===== config.mk =====
export PLATFORM = sky130hd
export DESIGN_NAME = pipeline_stall_controller
export DESIGN_NICKNAME = d
export VERILOG_FILES = /design/src/rtl/pipeline_stall_controller.sv
export SDC_FILE = /design/constraint.sdc
export NUM_CORES = 1
export LEC_CHECK = 0
export CORE_ASPECT_RATIO = 2
export CORE_MARGIN = 2
export CORE_UTILIZATION = 55
export DETAILED_ROUTE_END_ITERATION = 7
export HOLD_SLACK_MARGIN = 0.06
export PLACE_DENSITY_LB_ADDON = 0.05
export RECOVER_POWER = 50
export REMOVE_ABC_BUFFERS = 1
export SLEW_MARGIN = 25
export SYNTH_ARGS = -nofsm -noshare
export SYNTH_HDL_FRONTEND = slang
export SYNTH_SLANG_ARGS = --single-unit

===== constraint.sdc =====
create_clock -name clock -period 3.39 [get_ports clock]
set_input_delay 0.339 -clock clock [delete_from_list [all_inputs] [get_ports clock]]
set_output_delay 0.339 -clock clock [all_outputs]
set_load 0.01 [all_outputs]

===== src/rtl/pipeline_stall_controller.sv =====
// Stall/flush sequencer for the 5-stage pipeline: prioritises memory wait, hazard,
// redirect and fetch wait, and keeps a data-memory watchdog plus saturating counters.
module pipeline_stall_controller #(
    parameter int MEM_TIMEOUT = 16,
    parameter int CNT_W       = 32
) (
    input  logic             clock,
    input  logic             reset,
    input  logic             hazard_nop,
    input  logic             redirect,
    input  logic             imem_ready,
    input  logic             dmem_req,
    input  logic             dmem_ready,
    output logic             pc_en,
    output logic             if_id_en,
    output logic             if_id_flush,
    output logic             id_ex_en,
    output logic             id_ex_flush,
    output logic             ex_mem_en,
    output logic             mem_wb_flush,
    output logic [1:0]       ctrl_state,
    output logic             mem_error,
    output logic [CNT_W-1:0] stall_cycles,
    output logic [CNT_W-1:0] flush_count
);

    typedef enum logic [1:0] {
        ST_RUN  = 2'b00,
        ST_HAZ  = 2'b01,
        ST_MEMW = 2'b10,
        ST_ERR  = 2'b11
    } state_t;

    localparam int WC_W = $clog2(MEM_TIMEOUT + 1);

    state_t            state_q;
    state_t            state_d;
    logic [WC_W-1:0]   wait_cnt;
    logic              is_err;
    logic              p2_memw;
    logic              p3_haz;
    logic              p4_redir;
    logic              p5_fetchw;
    logic              wd_expire;

    function automatic logic [CNT_W-1:0] sat_inc(input logic [CNT_W-1:0] v);
        return (&v) ? v : v + 1'b1;
    endfunction

    // One-hot priority classification of the current cycle
    assign is_err    = (state_q == ST_ERR);
    assign p2_memw   = !is_err && dmem_req && !dmem_ready;
    assign p3_haz    = !is_err && !p2_memw && hazard_nop;
    assign p4_redir  = !is_err && !p2_memw && !p3_haz && redirect;
    assign p5_fetchw = !is_err && !p2_memw && !p3_haz && !p4_redir && !imem_ready;
    assign wd_expire = p2_memw && (wait_cnt == WC_W'(MEM_TIMEOUT - 1));

    always_comb begin
        pc_en        = 1'b1;
        if_id_en     = 1'b1;
        if_id_flush  = 1'b0;
        id_ex_en     = 1'b1;
        id_ex_flush  = 1'b0;
        ex_mem_en    = 1'b1;
        mem_wb_flush = 1'b0;
        if (reset) begin
            pc_en        = 1'b0;
            if_id_en     = 1'b0;
            id_ex_en     = 1'b0;
            ex_mem_en    = 1'b0;
            if_id_flush  = 1'b1;
            id_ex_flush  = 1'b1;
            mem_wb_flush = 1'b1;
        end else if (is_err) begin
            pc_en     = 1'b0;
            if_id_en  = 1'b0;
            id_ex_en  = 1'b0;
            ex_mem_en = 1'b0;
        end else if (p2_memw) begin
            pc_en        = 1'b0;
            if_id_en     = 1'b0;
            id_ex_en     = 1'b0;
            ex_mem_en    = 1'b0;
            mem_wb_flush = 1'b1;
        end else if (p3_haz) begin
            pc_en       = 1'b0;
            if_id_en    = 1'b0;
            id_ex_flush = 1'b1;
        end else if (p4_redir) begin
            if_id_flush = 1'b1;
        end else if (p5_fetchw) begin
            pc_en       = 1'b0;
            if_id_flush = 1'b1;
        end
    end

    always_comb begin
        state_d = ST_RUN;
        if (is_err || wd_expire) begin
            state_d = ST_ERR;
        end else if (p2_memw) begin
            state_d = ST_MEMW;
        end else if (p3_haz) begin
            state_d = ST_HAZ;
        end
    end

    always_ff @(posedge clock) begin
        if (reset) begin
            state_q      <= ST_RUN;
            wait_cnt     <= '0;
            mem_error    <= 1'b0;
            stall_cycles <= '0;
            flush_count  <= '0;
        end else begin
            state_q <= state_d;
            if (p2_memw) begin
                wait_cnt <= wait_cnt + 1'b1;
            end else begin
                wait_cnt <= '0;
            end
            if (wd_expire) begin
                mem_error <= 1'b1;
            end
            if (!pc_en) begin
                stall_cycles <= sat_inc(stall_cycles);
            end
            if (p4_redir) begin
                flush_count <= sat_inc(flush_count);
            end
        end
    end

    assign ctrl_state = state_q;

endmodule


==> impl_metrics.csv <==
group,metric,value,unit
outcome,status,"completed",
floorplan,num_rows,42,
timing,setup_viol,0,
placed_design,placed_area,4588,um2
clocking,cts_root_buffer,"clkbuf_16",
timing,fin_worst_skew,0.006959,ns
critical_path,critPathSlowestCell,"nor4_1",
final_layout,fillers,555,
placed_design,gp_congestion,0.8564,
global_route,antenna_found_initial,0,
clocking,cts.sinks,72,
timing,period_minus_slack,2.594,ns
global_route,grt_pass1_wl,16.62,mm
timing,finalMaxSlewViolations,0,
final_layout,drive_gt1_frac,0.08523,
power_and_ir_drop,leakagePower,1.779,nW
timing,tightest_slew,0.9121,ns
final_layout,nNetsFinal,534,
synthesis,syn_area_per_cell,8.356,um2
min_path,min_path_type,"in2reg",
floorplan,core,6621,um2
synthesis,synth_area_leaders,"dfxtp_1 39%, a21oi_1 6.8%, or4_1 5.4%",
synthesis,synth.cell_area,3744,um2
floorplan,dieHeight,120.7,um
final_layout,fin_cells,616,
clocking,postCtsHoldBufs,0,
timing,hold_viol,0,
detailed_routing,drt-total-wl,10.13,mm
synthesis,synth_top_cell_by_area,"dfxtp_1",
critical_path,cpPeakStageDelay,0.82,ns
clocking,cts_max_level,3,
synthesis,synthDominantCellAreaShare,0.3850,
detailed_routing,met2WireLength,5.490,mm
detailed_routing,ant_nets,0,
detailed_routing,dr_wl_met3,452,um
synthesis,synth_warnings,0,
clocking,clock_path_buffers,2,
timing,max-slew-margin-rel,0.3864,
critical_path,startpoint_type,"flip-flop",
synthesis,ys_types,52,
placed_design,portBuffers,80,
detailed_routing,top_layer,"met4",
synthesis,yosysSeqAreaShare,0.3850,
floorplan,start_util,0.5654,
timing,fmax,385.5,MHz
placed_design,place_hpwl,7.120,mm
critical_path,path_cells,"nand4_2, nor4_1, nand3_1, nor4_1, mux2_2",
detailed_routing,drt_iter0_markers,239,
global_route,grt_pass1_vias,3717,
clocking,cts_resized,0,
global_route,grtUsageTotal,0.2747,
timing,post-route-period-util,0.7651,
clocking,cts_setup_buffers,0,
detailed_routing,vias,3886,
critical_path,endpoint_kind,"flip-flop",
timing,fin_worst_hold_slack,0.4231,ns
job,drv_cap,0,
detailed_routing,wl_per_cell,16.45,um
timing,setup_tns,0,ns
critical_path,critPathMaxFanout,7,
critical_path,crit_required,3.61,ns
power_and_ir_drop,total_power,1.921,mW
final_layout,area_growth,30.78,%
critical_path,path_common_cell,"nor4_1",
power_and_ir_drop,peakVddDrop,311.1,uV
final_layout,fin_area,4896,um2
floorplan,die_x,62.34,um
timing,rsz0062_at_grt,"false",
placed_design,post-place-cells,600,
global_route,overflow,0,
floorplan,dieArea,7522,um2
clocking,cts_buffers,9,
final_layout,antennaDiodeCount,0,
synthesis,synthesis.instances,448,
power_and_ir_drop,pwr_density_cell,392.4,nW/um2
detailed_routing,drtPass1Iterations,4,
detailed_routing,post-route-drc-count,0,
clocking,clkTransAtPathRegs,0.06,ns
synthesis,ys_ff_latch,72,
detailed_routing,met1_length,3.738,mm
clocking,clock_latency,0.33,ns
critical_path,cp.arrival,2.81,ns
floorplan,io_pins,81,
detailed_routing,viasPerCell,6.308,
critical_path,worstSetupPathType,"reg2reg",
clocking,cts_tree,"yes",
global_route,grt_max_degree,59,
==> worst max-delay path: cells and delay by family (launching register included) <==
family	cells	cell delay, ns
and+or+nand+nor	4	1.65
muxes	1	0.37
DFF	1	0.46
==> final cells by class <==
cell class | count | area, um2 | area share
Inverter | 16 | 60.06 | 0.01227
Multi-Input combinational cell | 340 | 2151 | 0.4393
Sequential cell | 72 | 1441 | 0.2944
Clock inverter | 5 | 55.05 | 0.01124
Tap cell | 88 | 110.1 | 0.02249
Timing Repair Buffer | 84 | 825.8 | 0.1687
Clock buffer | 11 | 252.7 | 0.05162
==> placed cells by master, fill, tap and decap left out, drive strengths merged, types with 4 or more instances in the layout <==
| master | netlist | layout |
|---|---|---|
| dfxtp | 72 | 72 |
| dlygate4sd3 | 0 | 66 |
| a21oi | 51 | 51 |
| nor2 | 38 | 38 |
| nand3 | 29 | 29 |
| or4 | 28 | 28 |
| o31ai | 26 | 26 |
| nand2 | 24 | 24 |
| or3 | 20 | 20 |
| nand4 | 20 | 20 |
| o21ai | 17 | 17 |
| inv | 16 | 16 |
| clkdlybuf4s50 | 0 | 13 |
| clkbuf | 14 | 11 |
| nor3 | 10 | 10 |
| and3 | 7 | 7 |
| xnor2 | 7 | 7 |
| nor4 | 7 | 7 |
| nand2b | 6 | 6 |
| a21o | 5 | 5 |
| a211oi | 5 | 5 |
| buf | 6 | 5 |
| ha | 4 | 4 |
| and4 | 4 | 4 |
==> power by group <==
part	internal [mW]	switching [mW]	total, mW
logic	0.0399	0.0500	0.0900
clock network	0.607	0.361	0.968
registers	0.854	0.00950	0.863
total	1.50	0.421	1.92
==> synth_stat cells, drive strengths merged <==
cell,instances
a2111oi,3
a211oi,5
a21o,5
a21oi,51
a31o,3
a31oi,2
a41oi,1
and2,2
and3,7
and3b,1
and4,4
buf,6
clkbuf,14
dfxtp,72
ha,4
inv,16
mux2,3
mux2i,1
nand2,24
nand2b,6
nand3,29
nand3b,1
nand4,20
nand4b,1
nor2,38
nor2b,3
nor3,10
nor4,7
o211ai,1
o21ai,17
o31ai,26
o41ai,3
or2,3
or3,20
or4,28
or4b,2
xnor2,7
xor2,2
==> per-layer routing <==
layer,global-route usage,up-vias
li1,-,1848
met1,0.2675,1860
met2,0.5143,145
met3,0.05860,33
met4,0.1764,0
met5,0,-
==> cell families (layout without fill, tap and decap cells) <==
kind of cell	after synthesis	count (layout)	synth area share
DFF	72	72	0.3850
muxes	4	4	0.01170
and+or+nand+nor	206	206	0.3265
adders and majority gates	4	4	0.01337
xor gates and xnor gates	9	9	0.02106
buffers and inverters	36	116	0.04044
AOI/OAI and AO/OA	117	117	0.2019
==> flip-flops by register name, summed over array words and instances (netlist names) <==
name	count
wait_cnt	5
ctrl_state	2
flush_count	32
mem_error	1
stall_cycles	32
==> path summary, 6_finish.rpt <==
check	from	endpoint	slack (ns)	depth (start not counted)
worst max-delay path	flush_count[6]	flush_count[30]	0.80	5
worst min-delay path	reset	stall_cycles[1]	0.42	2
worst max register to register	flush_count[6]	flush_count[30]	0.80	5
worst min register to register	wait_cnt[0]	wait_cnt[0]	0.46	1
==> per-stage QoR <==
stage	setup slack, ns	util
after floorplan	1.156	-
after global placement	0.7691	0.6929
after detailed placement	0.7104	0.6929
after CTS	0.8327	0.7394
after global routing	0.6329	0.7394
final	0.7962	0.7394
No activity file was read; power rests on OpenSTA's default activity.
